$ cat src/rtl/ingress_shaper.sv
// ingress_shaper: per-port ingress queue, route filter and token-bucket shaper
// sitting directly in front of one switch_4port input port.
// Optional build macro: SHAPER_STATS_EN builds the sent/drop statistics
// counters; without it sent_cnt and drop_cnt read as zero.
module ingress_shaper #(
  parameter int PORT_ID       = 0,
  parameter int PACKET_WIDTH  = 16,
  parameter int QDEPTH        = 4,
  parameter int BUCKET_MAX    = 8,
  parameter int REFILL_PERIOD = 4
) (
  input  logic                    clk,
  input  logic                    rst,
  input  logic                    in_valid,
  output logic                    in_ready,
  input  logic [PACKET_WIDTH-1:0] in_pkt,
  input  logic                    port_full,
  output logic                    valid_in,
  output logic [PACKET_WIDTH-1:0] pkt_out,
  output logic [3:0]              target_in,
  output logic [3:0]              source_in,
  output logic                    idle,
  output logic [15:0]             sent_cnt,
  output logic [15:0]             drop_cnt
);

  localparam int AW = (QDEPTH > 1) ? $clog2(QDEPTH) : 1;
  localparam int CW = AW + 1;
  localparam int TW = $clog2(BUCKET_MAX + 1);
  localparam int RW = (REFILL_PERIOD > 1) ? $clog2(REFILL_PERIOD) : 1;
  // Source field is rewritten on the way out, so only [W-1:4] is stored.
  localparam int DW = PACKET_WIDTH - 4;

  localparam logic [3:0]    SRC_ID   = 4'(1 << PORT_ID);
  localparam logic [TW-1:0] TOK_MAX  = TW'(BUCKET_MAX);
  localparam logic [AW-1:0] PTR_LAST = AW'(QDEPTH - 1);
  localparam logic [CW-1:0] CNT_FULL = CW'(QDEPTH);
  localparam logic [RW-1:0] RF_LAST  = RW'(REFILL_PERIOD - 1);

  typedef enum logic [2:0] {IDLE, EVAL, WAIT, SEND, DROP} state_t;

  state_t state_q, state_d;

  logic [DW-1:0] mem_q [QDEPTH];
  logic [AW-1:0] wr_ptr_q, wr_ptr_d;
  logic [AW-1:0] rd_ptr_q, rd_ptr_d;
  logic [CW-1:0] count_q, count_d;

  logic [TW-1:0] tokens_q, tokens_d;
  logic [RW-1:0] refill_q, refill_d;
  logic [TW:0]   tok_sum;

  logic          full, empty, push, pop, spend, refill, is_drop;
  logic          illegal, can_send, more_left;
  logic [DW-1:0] head;
  logic [3:0]    head_tgt;
  logic [2:0]    cost;
  logic          unused_src;

  assign unused_src = ^in_pkt[3:0];

  assign full     = (count_q == CNT_FULL);
  assign empty    = (count_q == '0);
  assign in_ready = ~full;
  assign push     = in_valid & ~full;

  assign head     = mem_q[rd_ptr_q];
  assign head_tgt = head[3:0];
  assign cost     = 3'($countones(head_tgt));

  assign illegal  = (head_tgt == 4'b0000) || head_tgt[PORT_ID];
  assign can_send = (tokens_q >= TW'(cost)) && !port_full;

  assign spend    = (state_q == SEND) && !port_full;
  assign is_drop  = (state_q == DROP);
  assign pop      = spend | is_drop;
  // A push landing on the retire cycle keeps the queue non-empty.
  assign more_left = (count_q > CW'(1)) || push;

  assign refill   = (refill_q == RF_LAST);

  assign pkt_out   = empty ? '0 : {head, SRC_ID};
  assign target_in = pkt_out[7:4];
  assign source_in = pkt_out[3:0];
  assign idle      = empty && (state_q == IDLE);

  // Queue storage: written on accept only, contents need no reset.
  always_ff @(posedge clk) begin
    if (push) mem_q[wr_ptr_q] <= in_pkt[PACKET_WIDTH-1:4];
  end

  // Queue pointer and occupancy next-state.
  always_comb begin
    wr_ptr_d = wr_ptr_q;
    rd_ptr_d = rd_ptr_q;
    count_d  = count_q;
    if (push) wr_ptr_d = (wr_ptr_q == PTR_LAST) ? '0 : wr_ptr_q + AW'(1);
    if (pop)  rd_ptr_d = (rd_ptr_q == PTR_LAST) ? '0 : rd_ptr_q + AW'(1);
    if (push && !pop)      count_d = count_q + CW'(1);
    else if (!push && pop) count_d = count_q - CW'(1);
  end

  // Queue pointer and occupancy registers.
  always_ff @(posedge clk or posedge rst) begin
    if (rst) begin
      wr_ptr_q <= '0;
      rd_ptr_q <= '0;
      count_q  <= '0;
    end else begin
      wr_ptr_q <= wr_ptr_d;
      rd_ptr_q <= rd_ptr_d;
      count_q  <= count_d;
    end
  end

  // Token bucket: spend and refill may coincide; result clamps at capacity.
  always_comb begin
    refill_d = refill ? '0 : refill_q + RW'(1);
    tok_sum  = {1'b0, tokens_q};
    if (spend)  tok_sum = tok_sum - (TW+1)'(cost);
    if (refill) tok_sum = tok_sum + (TW+1)'(1);
    tokens_d = (tok_sum > {1'b0, TOK_MAX}) ? TOK_MAX : tok_sum[TW-1:0];
  end

  // Token bucket and refill timer registers.
  always_ff @(posedge clk or posedge rst) begin
    if (rst) begin
      tokens_q <= TOK_MAX;
      refill_q <= '0;
    end else begin
      tokens_q <= tokens_d;
      refill_q <= refill_d;
    end
  end

  // FSM next-state and issue strobe.
  always_comb begin
    state_d  = state_q;
    valid_in = 1'b0;
    unique case (state_q)
      IDLE: if (!empty) state_d = EVAL;
      EVAL: begin
        if (illegal)       state_d = DROP;
        else if (can_send) state_d = SEND;
        else               state_d = WAIT;
      end
      WAIT: if (can_send) state_d = SEND;
      SEND: begin
        if (!port_full) begin
          valid_in = 1'b1;
          state_d  = more_left ? EVAL : IDLE;
        end
      end
      DROP: state_d = more_left ? EVAL : IDLE;
      default: state_d = IDLE;
    endcase
  end

  // FSM state register.
  always_ff @(posedge clk or posedge rst) begin
    if (rst) state_q <= IDLE;
    else     state_q <= state_d;
  end

`ifdef SHAPER_STATS_EN
  logic [15:0] sent_q, sent_d;
  logic [15:0] drop_q, drop_d;

  // Saturating statistics counters next-state.
  always_comb begin
    sent_d = sent_q;
    drop_d = drop_q;
    if (spend && (sent_q != '1))   sent_d = sent_q + 16'd1;
    if (is_drop && (drop_q != '1)) drop_d = drop_q + 16'd1;
  end

  // Statistics counter registers.
  always_ff @(posedge clk or posedge rst) begin
    if (rst) begin
      sent_q <= '0;
      drop_q <= '0;
    end else begin
      sent_q <= sent_d;
      drop_q <= drop_d;
    end
  end

  assign sent_cnt = sent_q;
  assign drop_cnt = drop_q;
`else
  assign sent_cnt = '0;
  assign drop_cnt = '0;
`endif

endmodule

$ cat config.mk
export PLATFORM = sky130hd
export DESIGN_NAME = ingress_shaper
export DESIGN_NICKNAME = d
export VERILOG_FILES = /design/src/rtl/ingress_shaper.sv
export SDC_FILE = /design/constraint.sdc
export NUM_CORES = 1
export LEC_CHECK = 0
export CORE_MARGIN = 3
export CORE_UTILIZATION = 45
export DETAILED_ROUTE_END_ITERATION = 12
export GPL_TIMING_DRIVEN = 0
export PLACE_DENSITY = 0.76
export SYNTH_ARGS = -nofsm -noshare
export SYNTH_HDL_FRONTEND = slang
export SYNTH_SLANG_ARGS = --single-unit
$ cat constraint.sdc
create_clock -name clk -period 3.9 [get_ports clk]
set_input_delay 0.78 -clock clk [delete_from_list [all_inputs] [get_ports clk]]
set_output_delay 0.78 -clock clk [all_outputs]
set_load 0.02 [all_outputs]
== After elaboration in Yosys (flattened, before gate mapping) ==
Memory sizes are Yosys's and may differ from the RTL's.
Index checks and enable logic that the tools add are counted.
Word-level totals
  register bits after elaboration: 16
  RAM bits: 48
  input port bits: 20
  output and inout port bits: 59
  logic and storage cells: 69
  memories: 1
Memory list
  mem_q: depth 4, width 12, read ports 1, clocked after memory_dff 0, wr ports 1, RTL line 44  | logic [DW-1:0] mem_q [QDEPTH];
Cells by class
  add/sub/neg operators: 10
  magnitude comparators: 3
  equal/unequal tests: 11
  mux-type cells: 20
  bitwise logic cells: 3
  reduce and logical (&&, ||, !) cells: 15
Operators by type and width (number)
  3-bit two-way mux: 6
  16-bit two-way mux: 1
  3-bit one-hot mux with 5 select lines: 1
  5-bit two-way mux: 2
  2-bit by 1-bit adder with 2-bit output, second input constant: 3
  2-bit equality test, second input constant: 3
  3-bit by 2-bit equality test with 1-bit output, second input constant: 2
  3-bit equality test, second input constant: 2
  3-bit logical NOT: 2
  1-bit two-way mux: 6
  2-bit two-way mux: 3
  2-bit inequality test, second input constant: 3
  5-bit by 1-bit adder with 5-bit output, second input constant: 1
  5-bit by 4-bit > comparator with 1-bit output, second input constant: 1
  1-bit logical AND: 5
  4-bit by 3-bit subtractor with 5-bit output: 1
  1-bit by 1-bit adder with 2-bit output: 2
  4-bit by 3-bit greater-or-equal comparator with 1-bit output: 1
  4-bit logical NOT: 1
  4-bit two-way mux: 1
  2-bit by 2-bit adder with 3-bit output: 1
  3-bit by 1-bit adder with 3-bit output, second input constant: 1
  3-bit by 1-bit equality test with 1-bit output, second input constant: 1
  3-bit by 1-bit > comparator with 1-bit output, second input constant: 1
  8 further kinds: 11

== Depth between registers and ports, before layout ==
Gate-level depths: netlist (run 1).
An unclocked memory read counts as a cell.
  word-level depth: 9
  gate-level depth with buffers: 12
  mapped depth without buffers: 11

== Least setup slack after synthesis (run 1) ==
No wires, ideal clock.
  path kind: reg-to-reg
  from: register rd_ptr_q[1]
  to: register tokens_q[2]
  setup time: 88 ps
  data arrival time: 3604 ps
  required time: 3812 ps
  setup slack: 208 ps
  stages on the path, launching flop included: 13
  buffers on the path: 1
  clock period less this slack: 3692 ps
  cells stage by stage: dfrtp_1 buf_1 mux4_1 fa_1 ha_1 ha_1 fa_1 mux2i_1 ha_1 nand2_1 nor4b_1 o21a_1 nor3b_1
On the way
  longest elaborated chain between the ends: 9
  elaborated cells between the ends (all ways): 10
  those cells by class: 5 x add/sub; 1 x order compare; 3 x mux; 1 x memory
RTL lines
  start, declared: RTL line 46  | logic [AW-1:0] rd_ptr_q, rd_ptr_d;
  start signal, assigned: RTL line 111  | rd_ptr_q <= rd_ptr_d;
  memory read 4 x 12 bit (*)
  1-bit by 1-bit adder with 2-bit output (not written as such): RTL line 69  | assign cost = 3'($countones(head_tgt));
  2-bit by 2-bit adder with 3-bit output (not written as such) (*): RTL line 69
  4-bit by 3-bit subtractor with 5-bit output (*): RTL line 120  | if (spend) tok_sum = tok_sum - (TW+1)'(cost);
  5-bit two-way mux (*): RTL line 120
  5-bit by 1-bit adder with 5-bit output: RTL line 121  | if (refill) tok_sum = tok_sum + (TW+1)'(1);
  5-bit two-way mux (*): RTL line 121
  5-bit by 4-bit > comparator with 1-bit output: RTL line 122  | tokens_d = (tok_sum > {1'b0, TOK_MAX}) ? TOK_MAX : tok_sum[TW-1:0];
  4-bit two-way mux (*): RTL line 122
  via tokens_d[2]: RTL line 49  | logic [TW-1:0] tokens_q, tokens_d;
  end signal, assigned: RTL line 131  | tokens_q <= tokens_d;
  end, declared: RTL line 49
Mark *: on every way through the listed nets, which the timed path passes. The rest lies on a longest branch.
A chain may end at the register's enable or synchronous reset.

== Worst setup path in the final report (run 1) ==
  from: register rd_ptr_q[0]
  to: register tokens_q[1]
The elaborated chain is that of the path after synthesis.

==> results of run 1 <==
## how the worst max path moves through the flow
stage	start	to	slack, ns	depth (start not counted)
3_5_place_dp	rd_ptr_q[1]$_DFFE_PP0P_	tokens_q[1]$_DFF_PP0_	-0.40	12
5_1_grt	rd_ptr_q[0]$_DFFE_PP0P_	tokens_q[2]$_DFF_PP0_	-0.02	12
6_report	rd_ptr_q[0]$_DFFE_PP0P_	tokens_q[1]$_DFF_PP0_	0.15	12
3_3_place_gp	rd_ptr_q[1]$_DFFE_PP0P_	tokens_q[1]$_DFF_PP0_	-0.34	12
2_1_floorplan	rd_ptr_q[1]$_DFFE_PP0P_	tokens_q[2]$_DFF_PP0_	0.21	12
4_1_cts	rd_ptr_q[0]$_DFFE_PP0P_	tokens_q[1]$_DFF_PP0_	0.02	12
## metrics by stage
step	TNS [ns]	cell area (um^2)	total power, uW
finish	0	4290	3660
global route	-0.0387	4290	3930
CTS	0	4260	3650
detailed placement	-1.28	4000	2910
global placement	-1.08	4000	2850
floorplan	0	3520	2340
## power breakdown
| part | leakage (uW) | internal (uW) | switching [uW] | total (uW) |
|---|---|---|---|---|
| combinational | 0.00104 | 950 | 1030 | 1980 |
| clock | 0.000117 | 425 | 257 | 683 |
| sequential | 0.000636 | 915 | 79.7 | 995 |
## sequential cells by signal, indices dropped and copies added, names as in the netlist
register and flops:
count_q 3, wr_ptr_q 2, tokens_q 4, state_q 3, mem_q 48, rd_ptr_q 2, refill_q 2
## metal layers
metal | vias up | GRT usage, % | wire length [um]
li1 | 986 | - | -
met4 | 0 | 6.23 | 99
met5 | - | 0 | 0
met1 | 960 | 18.0 | 2510
met3 | 12 | 3.01 | 362
met2 | 71 | 25.1 | 3030
## repair_timing
action                                  4_1_cts  5_1_grt
pin swaps                                     0        2
endpoints found under the setup margin        4        3
hold buffers                                  0        0
gates cloned                                  0        0
resized for setup                             7        4
hold endpoints to repair                      0        0
buffers inserted                              1        2
## layout make-up
cell class | count | share of cell area (%)
plain buffers | 50 | 8.55
clock buffers | 9 | 2.89
clock inverters | 7 | 2.77
inverters | 16 | 1.40
multi-input cells | 156 | 29.7
flip-flops and latches | 64 | 43.0
well taps | 96 | 2.80
repair buffers | 39 | 8.93
## kinds of logic after synthesis
logic type,after synthesis,synth area share [%]
muxes,18,10.1
xor gates and xnor gates,8,2.07
other,1,0.111
DFF,64,54.5
AOI/OAI and AO/OA,22,4.18
and+or+nand+nor,51,9.03
buffers and inverters,66,12.5
adders and majority gates,19,7.47
## critical path: cells and delay by family, from the launching register on
kind / cells / cell delay, ns
flops: 1 / 0.37
fa+ha+maj: 5 / 1.73
buf+inv: 1 / 0.14
compound gates: 1 / 0.20
mux: 2 / 0.74
simple gates: 3 / 0.51
## cells in the final DEF (no fill, tap or decap), types with 3 or more instances in the layout
cell,netlist,routed
a21oi_1,5,5
and2_1,10,10
and3_1,5,5
buf_4,44,48
bufinv_16,0,3
clkbuf_8,0,9
clkdlybuf4s50_1,0,36
conb_1,1,38
dfrtp_1,15,14
edfxtp_1,48,48
ha_1,17,15
inv_1,15,15
mux2i_1,4,3
mux4_2,10,12
nand2_1,7,7
nor2_1,10,10
nor3_1,4,4
o21ai_0,6,6
xor2_1,7,7
==> results.py, run 1 <==
metrics = {
    "yosys": {
        "yosysMostFrequentCell": "edfxtp_1",
        "ys_seq_elements": 64,
        "netlist_area_mm2": 0.00338,
        "postSynthAreaPerCell_um2": 13.6,
        "yosysWarnings": 0,
        "synth_top_area_cell": "edfxtp_1",
        "netlist_top_cells_area": "edfxtp_1, dfrtp_1, buf_4",
        "synthArstFlopShare_pct": 25.0,
        "synthTopCellsByCount": "edfxtp_1, buf_4, ha_1, dfrtp_1, inv_1",
        "synth_cell_types": 47,
        "synthCells": 249,
        "synth_ff_type": "edfxtp_1",
        "synth_top_area_share_pct": 42.6,
        "yosysSeqAreaShare_pct": 54.5,
        "synth-edff-count": 48,
    },
    "final_layout": {
        "multi_input_area_mm2": 0.00127,
        "fillers": 530,
        "drive_above_1_share_pct": 27.0,
        "nets": 375,
        "fin_util_pct": 61.1,
        "seq_area_mm2": 0.00184,
        "instances_no_fill": 437,
        "n_antenna_cell": 0,
        "syn_to_final_growth_pct": 26.8,
    },
    "worst_setup_path": {
        "critPathArrivalTime_ns": 4.02,
        "cp.required_ns": 4.16,
        "regToRegSetupSlack_ns": 0.15,
        "crit_chain": "buf_6 -> mux4_2 -> fa_1 -> ha_1 -> ha_2 -> fa_1 -> mux2i_2 -> ha_2 -> nand2_1 -> nor4b_2 -> o21a_1 -> nor3b_2",
        "worst_setup_path_end_kind": "flop",
        "rr_startpoint": "rd_ptr_q[0]$_DFFE_PP0P_",
        "crit_slowest_cell": "mux4_2",
        "r2r-end": "tokens_q[1]$_DFF_PP0_",
        "slowest_delay_ns": 0.53,
        "reg2reg_depth": 12,
        "crit_fanout": 5,
        "crit_path_start_kind": "flop",
        "path_class": "flop to flop",
    },
    "clock_tree": {
        "clockBufferDepth": 2,
        "cts_sinks": 64,
        "worstSkewPairLatency_ns": 0.34,
        "cts_made_buffers": 9,
        "cts.reportedPaths.clkPinSlew_ns": 0.07,
        "root_buffer": "clkbuf_8",
        "cts_tree": "done",
        "h-tree-depth": 3,
    },
    "timing": {
        "fin_crit_sh_pct": 96.3,
        "setup_violations": 0,
        "max_freq_mhz": 266,
        "fin_ws_ns": 0.146,
        "fin_worst_hold_slack_ns": 0.442,
        "skew_ns": 0.00943,
        "worst_pin_slew_ns": 0.682,
        "relSlewSlack_pct": 54.5,
        "final-hold-violation-count": 0,
        "period_needed_ns": 3.75,
        "slew_viol_final": 0,
    },
    "place": {
        "place_ws_ns": -0.395,
        "dp_hpwl_mm": 4.26,
        "place_congestion": 0.870,
        "dp_cells": 418,
        "io_buffers": 36,
    },
    "status": {
        "status": "finished, final reports clean",
    },
    "hold_path": {
        "hp-start": "refill_q[0]$_DFF_PP0_",
        "hold_path.class": "flop to flop",
        "min_to": "refill_q[0]$_DFF_PP0_",
        "hold_depth": 1,
    },
    "route": {
        "drt_iter0_drc": 85,
        "drt-total-wl_mm": 6.01,
        "wl_per_cell_um": 13.8,
        "drt.antenna.violating_nets": 0,
        "dr.pass1.iters": 5,
        "via_per_inst": 4.64,
        "route.vias.total": 2029,
        "drcViolationCount": 0,
    },
    "floorplan": {
        "design.die.area_mm2": 0.00859,
        "rows": 30,
        "initial_core_util_pct": 48.2,
        "core_mm2": 0.00702,
        "die_h_um": 92.7,
        "ios": 79,
        "fp.dieW_um": 92.7,
    },
    "flow_run": {
        "maxCapViolCount": 0,
    },
    "grt": {
        "gr-usage-all-layers_pct": 14.7,
        "grt_pass1_wl_mm": 9.64,
        "grt_pass1_vias": 2012,
        "antenna_found_initial": 0,
        "grt-ovfl-total": 0,
        "grt_start_max_net_pins": 17,
    },
    "power": {
        "peakVddDrop_uv": 456,
        "p_leak_uw": 0.00179,
        "p_per_area_mw_per_mm2": 853,
    },
}
No activity file was read; power rests on OpenSTA's default activity.
==> run 2, diff against run 1 <==
--- a/config.mk
+++ b/config.mk
@@ -5,7 +5,7 @@
 export SDC_FILE = /design/constraint.sdc
 export NUM_CORES = 1
 export LEC_CHECK = 0
-export CORE_MARGIN = 3
+export CORE_MARGIN = 2
 export CORE_UTILIZATION = 45
 export DETAILED_ROUTE_END_ITERATION = 12
 export GPL_TIMING_DRIVEN = 0
==> run 2 against run 1 <==
Effect of this change:
- die area fell by 4.3%
- largest cell class unchanged
- final cell count rose by 1.1%
- clock skew fell by 0.00096 ns
- critical path depth did not move
- worst hold slack improved by 0.0025 ns
- clock-buffer cell count did not move
==> results.py, run 2 (synthesis results as in run 1) <==
metrics = {
    "status": {
        "status": "finished, final reports clean",
    },
    "final_layout": {
        "layout_common_cells": "buf_4, edfxtp_1, conb_1, clkdlybuf4s50_1",
        "instances_no_fill": 442,
        "fin_util_pct": 59.4,
        "syn_to_final_growth_pct": 27.4,
        "largest_register_ff_count": 48,
        "largestRegisters": "mem_q: 48 flops, tokens_q: 4 flops",
        "n_antenna_cell": 0,
        "top_register": "mem_q",
        "nets": 377,
        "final_common_cell": "buf_4",
        "drive_above_1_share_pct": 27.4,
        "fillers": 570,
    },
    "worst_setup_path": {
        "cp.required_ns": 4.14,
        "reg2reg_depth": 12,
        "rr_startpoint": "rd_ptr_q[0]$_DFFE_PP0P_",
        "regToRegSetupSlack_ns": 0.13,
        "crit_fanout": 5,
        "path_class": "flop to flop",
        "worst_setup_path_end_kind": "flop",
        "crit_path_start_kind": "flop",
        "r2r-end": "tokens_q[1]$_DFF_PP0_",
        "critPathArrivalTime_ns": 4.01,
    },
    "route": {
        "drt_iter0_drc": 97,
        "route.vias.total": 1999,
        "drt-total-wl_mm": 5.90,
        "wl_per_cell_um": 13.4,
        "drcViolationCount": 0,
        "dr.pass1.iters": 4,
        "via_per_inst": 4.52,
        "drt.antenna.violating_nets": 0,
    },
    "hold_path": {
        "min_to": "refill_q[0]$_DFF_PP0_",
        "hold_path.class": "flop to flop",
        "hp-start": "refill_q[0]$_DFF_PP0_",
        "hold_depth": 1,
    },
    "power": {
        "power.total_uw": 3660,
        "internal_power_uw": 2300,
        "p_per_area_mw_per_mm2": 850,
        "peakVddDrop_uv": 544,
        "p_seq_share_pct": 27.2,
        "p_sw_uw": 1360,
        "swShare_pct": 37.1,
        "p_leak_uw": 0.00180,
        "clockPowerShare_pct": 18.4,
        "comb_power_share_pct": 54.4,
    },
    "floorplan": {
        "initial_core_util_pct": 46.6,
        "die_h_um": 90.7,
        "ios": 79,
        "fp.dieW_um": 90.7,
        "rows": 31,
        "core_mm2": 0.00725,
        "design.die.area_mm2": 0.00822,
    },
    "grt": {
        "grt_pass1_wl_mm": 9.34,
        "grt_start_max_net_pins": 17,
        "grt-ovfl-total": 0,
        "gr-usage-all-layers_pct": 14.8,
        "grt_pass1_vias": 1990,
        "antenna_found_initial": 0,
    },
    "timing": {
        "skew_ns": 0.00847,
        "max_freq_mhz": 265,
        "fin_crit_sh_pct": 96.7,
        "period_needed_ns": 3.77,
        "worst_pin_slew_ns": 0.685,
        "slew_viol_final": 0,
        "final-hold-violation-count": 0,
        "setup_violations": 0,
        "relSlewSlack_pct": 54.3,
    },
    "clock_tree": {
        "cts.reportedPaths.clkPinSlew_ns": 0.07,
        "cts_made_buffers": 9,
        "h-tree-depth": 3,
        "cts_tree": "done",
        "worstSkewPairLatency_ns": 0.33,
        "cts_sinks": 64,
        "root_buffer": "clkbuf_8",
        "clockBufferDepth": 2,
    },
    "place": {
        "dp_hpwl_mm": 4.21,
        "place_congestion": 0.819,
        "dp_cells": 421,
        "io_buffers": 36,
    },
    "flow_run": {
        "maxCapViolCount": 0,
    },
}
## run 2: layout make-up
type                            count  area [um^2]  share of cell area [%]
Sequential cell                    64         1840                    42.8
Multi-Input combinational cell    156         1270                    29.5
Timing Repair Buffer               41          398                    9.24
Buffer                             50          367                    8.51
Clock buffer                        9          124                    2.88
Tap cell                           99          124                    2.88
Clock inverter                      7          119                    2.76
Inverter                           16         60.1                    1.39
## run 2: per-stage QoR
stage / TNS [ns] / worst slack, ns / hold slack (ns) / instance area (um^2)
finish: 0 / 0.130 / 0.444 / 4310
global route: -0.0134 / -0.0134 / 0.471 / 4310
CTS: 0 / 0.000564 / 0.448 / 4260
detailed placement: -1.55 / -0.485 / 0.438 / 4010
global placement: -1.06 / -0.336 / 0.415 / 4010
floorplan: 0 / 0.208 / 0.403 / 3520
## run 2: what timing repair did
action | 4_1_cts | 5_1_grt
pin swaps | 0 | 3
setup buffers | 1 | 4
setup endpoints to repair | 4 | 4
hold buffers | 0 | 0
resized for setup | 6 | 5
## run 2: metal layers
layer  GRT usage (%)  part of all wire (%)
met5               0                     0
met4            5.38                  0.95
met3            3.92                   5.4
met2            26.4                    51
met1            17.0                    42
## run 2: worst max path at each step
stage                                  from                     to  slack (ns)  cells past startpoint
floorplan           rd_ptr_q[1]$_DFFE_PP0P_  tokens_q[2]$_DFF_PP0_        0.21                     12
global placement    rd_ptr_q[1]$_DFFE_PP0P_  tokens_q[1]$_DFF_PP0_       -0.34                     12
detailed placement  rd_ptr_q[1]$_DFFE_PP0P_  tokens_q[1]$_DFF_PP0_       -0.49                     12
CTS                 rd_ptr_q[0]$_DFFE_PP0P_  tokens_q[2]$_DFF_PP0_      0.0006                     12
global route        rd_ptr_q[0]$_DFFE_PP0P_  tokens_q[1]$_DFF_PP0_       -0.01                     12
finish              rd_ptr_q[0]$_DFFE_PP0P_  tokens_q[1]$_DFF_PP0_        0.13                     12
## run 2: power groups by stage
stage | Combinational (uW) | Clock, uW | Sequential (uW)
finish | 1990 | 674 | 995
global route | 2190 | 714 | 1010
CTS | 1960 | 688 | 994
detailed placement | 1910 | 0 | 1010
global placement | 1850 | 0 | 996
floorplan | 1350 | 0 | 982
## run 2: worst max-delay path: stages (launching register included)
cell     delay, ns
dfrtp_1       0.36
buf_6         0.13
mux4_2        0.54
fa_1          0.50
ha_1          0.31
ha_2          0.19
fa_1          0.47
mux2i_2       0.22
ha_2          0.23
nand2_1       0.09
nor4b_2       0.23
o21a_1        0.21
nor3b_2       0.19
==> run 3, diff against run 2 <==
--- a/config.mk
+++ b/config.mk
@@ -9,7 +9,7 @@
 export CORE_UTILIZATION = 45
 export DETAILED_ROUTE_END_ITERATION = 12
 export GPL_TIMING_DRIVEN = 0
-export PLACE_DENSITY = 0.76
+export PLACE_DENSITY = 0.73
 export SYNTH_ARGS = -nofsm -noshare
 export SYNTH_HDL_FRONTEND = slang
 export SYNTH_SLANG_ARGS = --single-unit
==> constraint.sdc (replaced) <==
create_clock -name clk -period 3.1 [get_ports clk]
set_input_delay 0.62 -clock clk [delete_from_list [all_inputs] [get_ports clk]]
set_output_delay 0.62 -clock clk [all_outputs]
set_load 0.02 [all_outputs]
==> run 3 against run 2 <==
Effect of this change:
- the run now ends with negative setup slack left
- clock-buffer cell count up 1
- core utilization is 0.83 points higher
- non-clock buffer count up 7
- critical endpoint unchanged
==> results.py, run 3 (synthesis results as in run 1) <==
metrics = {
    "final_layout": {
        "drive_above_1_share_pct": 31.4,
        "largest_register_ff_count": 48,
        "n_antenna_cell": 0,
        "layout_common_cells": "buf_4, edfxtp_1, conb_1, clkdlybuf4s50_1",
        "syn_to_final_growth_pct": 29.2,
        "largestRegisters": "mem_q: 48 flops, tokens_q: 4 flops",
        "nets": 384,
        "final_common_cell": "buf_4",
        "instances_no_fill": 449,
        "top_register": "mem_q",
        "fin_util_pct": 60.2,
    },
    "worst_setup_path": {
        "crit_path_start_kind": "flop",
        "worst_setup_path_end_kind": "flop",
        "crit_slowest_cell": "mux4_2",
        "crit_fanout": 4,
        "critPathLaunch": "rd_ptr_q[0]$_DFFE_PP0P_",
        "cp-endpoint": "tokens_q[1]$_DFF_PP0_",
        "crit_chain": "buf_6 -> mux4_2 -> fa_1 -> ha_4 -> ha_4 -> fa_1 -> mux2i_2 -> ha_2 -> nand2_2 -> nor4b_2 -> o21a_1 -> nor3b_2",
        "regToRegSetupSlack_ns": -0.54,
        "r2r-end": "tokens_q[1]$_DFF_PP0_",
        "reg2reg_depth": 12,
        "cp.required_ns": 3.35,
        "slowest_delay_ns": 0.54,
        "path_class": "flop to flop",
        "rr_startpoint": "rd_ptr_q[0]$_DFFE_PP0P_",
        "critPathArrivalTime_ns": 3.89,
    },
    "place": {
        "place_congestion": 0.823,
        "place_ws_ns": -0.684,
        "dp_hpwl_mm": 4.09,
        "io_buffers": 36,
        "dp_cells": 421,
    },
    "floorplan": {
        "core_mm2": 0.00725,
        "fp.dieW_um": 90.7,
        "design.die.area_mm2": 0.00822,
        "initial_core_util_pct": 46.6,
        "rows": 31,
        "ios": 79,
        "die_h_um": 90.7,
    },
    "route": {
        "drt-total-wl_mm": 5.95,
        "drcViolationCount": 0,
        "via_per_inst": 4.57,
        "drt_iter0_drc": 111,
        "dr.pass1.iters": 4,
        "route.vias.total": 2053,
        "wl_per_cell_um": 13.2,
        "drt.antenna.violating_nets": 0,
    },
    "grt": {
        "grt_start_max_net_pins": 17,
        "grt-ovfl-total": 0,
        "antenna_found_initial": 0,
        "grt_pass1_vias": 1998,
        "gr-usage-all-layers_pct": 15.1,
        "grt_pass1_wl_mm": 9.58,
    },
    "clock_tree": {
        "cts_sinks": 64,
        "worstSkewPairLatency_ns": 0.33,
        "cts_tree": "done",
        "root_buffer": "clkbuf_8",
        "cts_made_buffers": 9,
        "h-tree-depth": 3,
        "cts.reportedPaths.clkPinSlew_ns": 0.07,
        "clockBufferDepth": 2,
    },
    "flow_run": {
        "maxCapViolCount": 0,
    },
    "hold_path": {
        "hold_path.class": "flop to flop",
        "hp-start": "refill_q[0]$_DFF_PP0_",
    },
    "timing": {
        "final-hold-violation-count": 0,
        "setup_violations": 5,
        "rsz0062_at_grt": "true",
        "fin_crit_sh_pct": 118,
        "slew_viol_final": 0,
        "skew_ns": 0.00525,
        "relSlewSlack_pct": 55.5,
        "max_freq_mhz": 275,
        "fin_ws_ns": -0.543,
        "worst_pin_slew_ns": 0.666,
        "period_needed_ns": 3.64,
    },
    "power": {
        "peakVddDrop_uv": 582,
        "power.total_uw": 4830,
        "p_leak_uw": 0.00181,
        "p_per_area_mw_per_mm2": 1110,
    },
    "status": {
        "violations": "negative setup slack",
        "status": "complete, but fails checks",
    },
}
## run 3: cell count changes in the layout (fill, tap and decap cells not counted), moves of 2 or more
cell,before,now
bufinv_16,3,0
ha_1,15,12
o21ai_0,6,4
buf_4,50,57
ha_4,0,4
## run 3: how the worst min path moves through the flow
stage | end | cells past startpoint | slack, ns
2_1_floorplan | refill_q[0]$_DFF_PP0_ | 1 | 0.40
3_3_place_gp | refill_q[0]$_DFF_PP0_ | 1 | 0.41
3_5_place_dp | refill_q[0]$_DFF_PP0_ | 1 | 0.43
4_1_cts | refill_q[0]$_DFF_PP0_ | 1 | 0.44
5_1_grt | refill_q[0]$_DFF_PP0_ | 1 | 0.46
6_report | refill_q[0]$_DFF_PP0_ | 1 | 0.44
## run 3: timing repair
item / 4_1_cts / 5_1_grt
hold buffers: 0 / 0
setup endpoints to repair: 16 / 6
pin swaps: 3 / 5
resized for setup: 6 / 10
setup buffers: 6 / 6
## run 3: metrics by stage
stage                     setup TNS (ns)  instance area [um^2]  hold slack, ns
after global routing               -3.27                  4370           0.459
after detailed placement           -2.79                  4070           0.428
after floorplan                    -1.34                  3590           0.403
final                              -2.41                  4370           0.436
after global placement             -2.71                  4070           0.414
after CTS                          -2.01                  4300           0.439
## run 3: worst max-delay path, delay by kind of cell, from the launching register on
| kind | cells | cell delay, ns |
|---|---|---|
| adder cells (fa/ha/maj) | 5 | 1.66 |
| multiplexers | 2 | 0.75 |
| AND/OR/NAND/NOR | 3 | 0.47 |
| flip-flops | 1 | 0.37 |
| AO/OA/AOI/OAI | 1 | 0.19 |
| buffers and inverters | 1 | 0.13 |
## run 3: layout make-up
type	instances	area (um^2)
clock inverters	6	36.3
plain buffers	50	373
multi-input cells	156	1350
flip-flops and latches	64	1840
repair buffers	48	454
inverters	16	60.1
fillers	570	2890
well taps	99	124
clock buffers	10	128
## run 3: power breakdown
group | total (uW) | switching [uW] | internal, uW
Clock | 595 | 311 | 284
Combinational | 2980 | 1470 | 1510
Sequential | 1260 | 106 | 1150
## run 3: routing by layer
layer,track usage [%],wire [um],vias to the layer above
met4,6.67,96,0
met1,17.8,2510,963
met5,0,0,-
li1,-,-,1000
met2,26.1,2970,81
met3,4.01,372,9
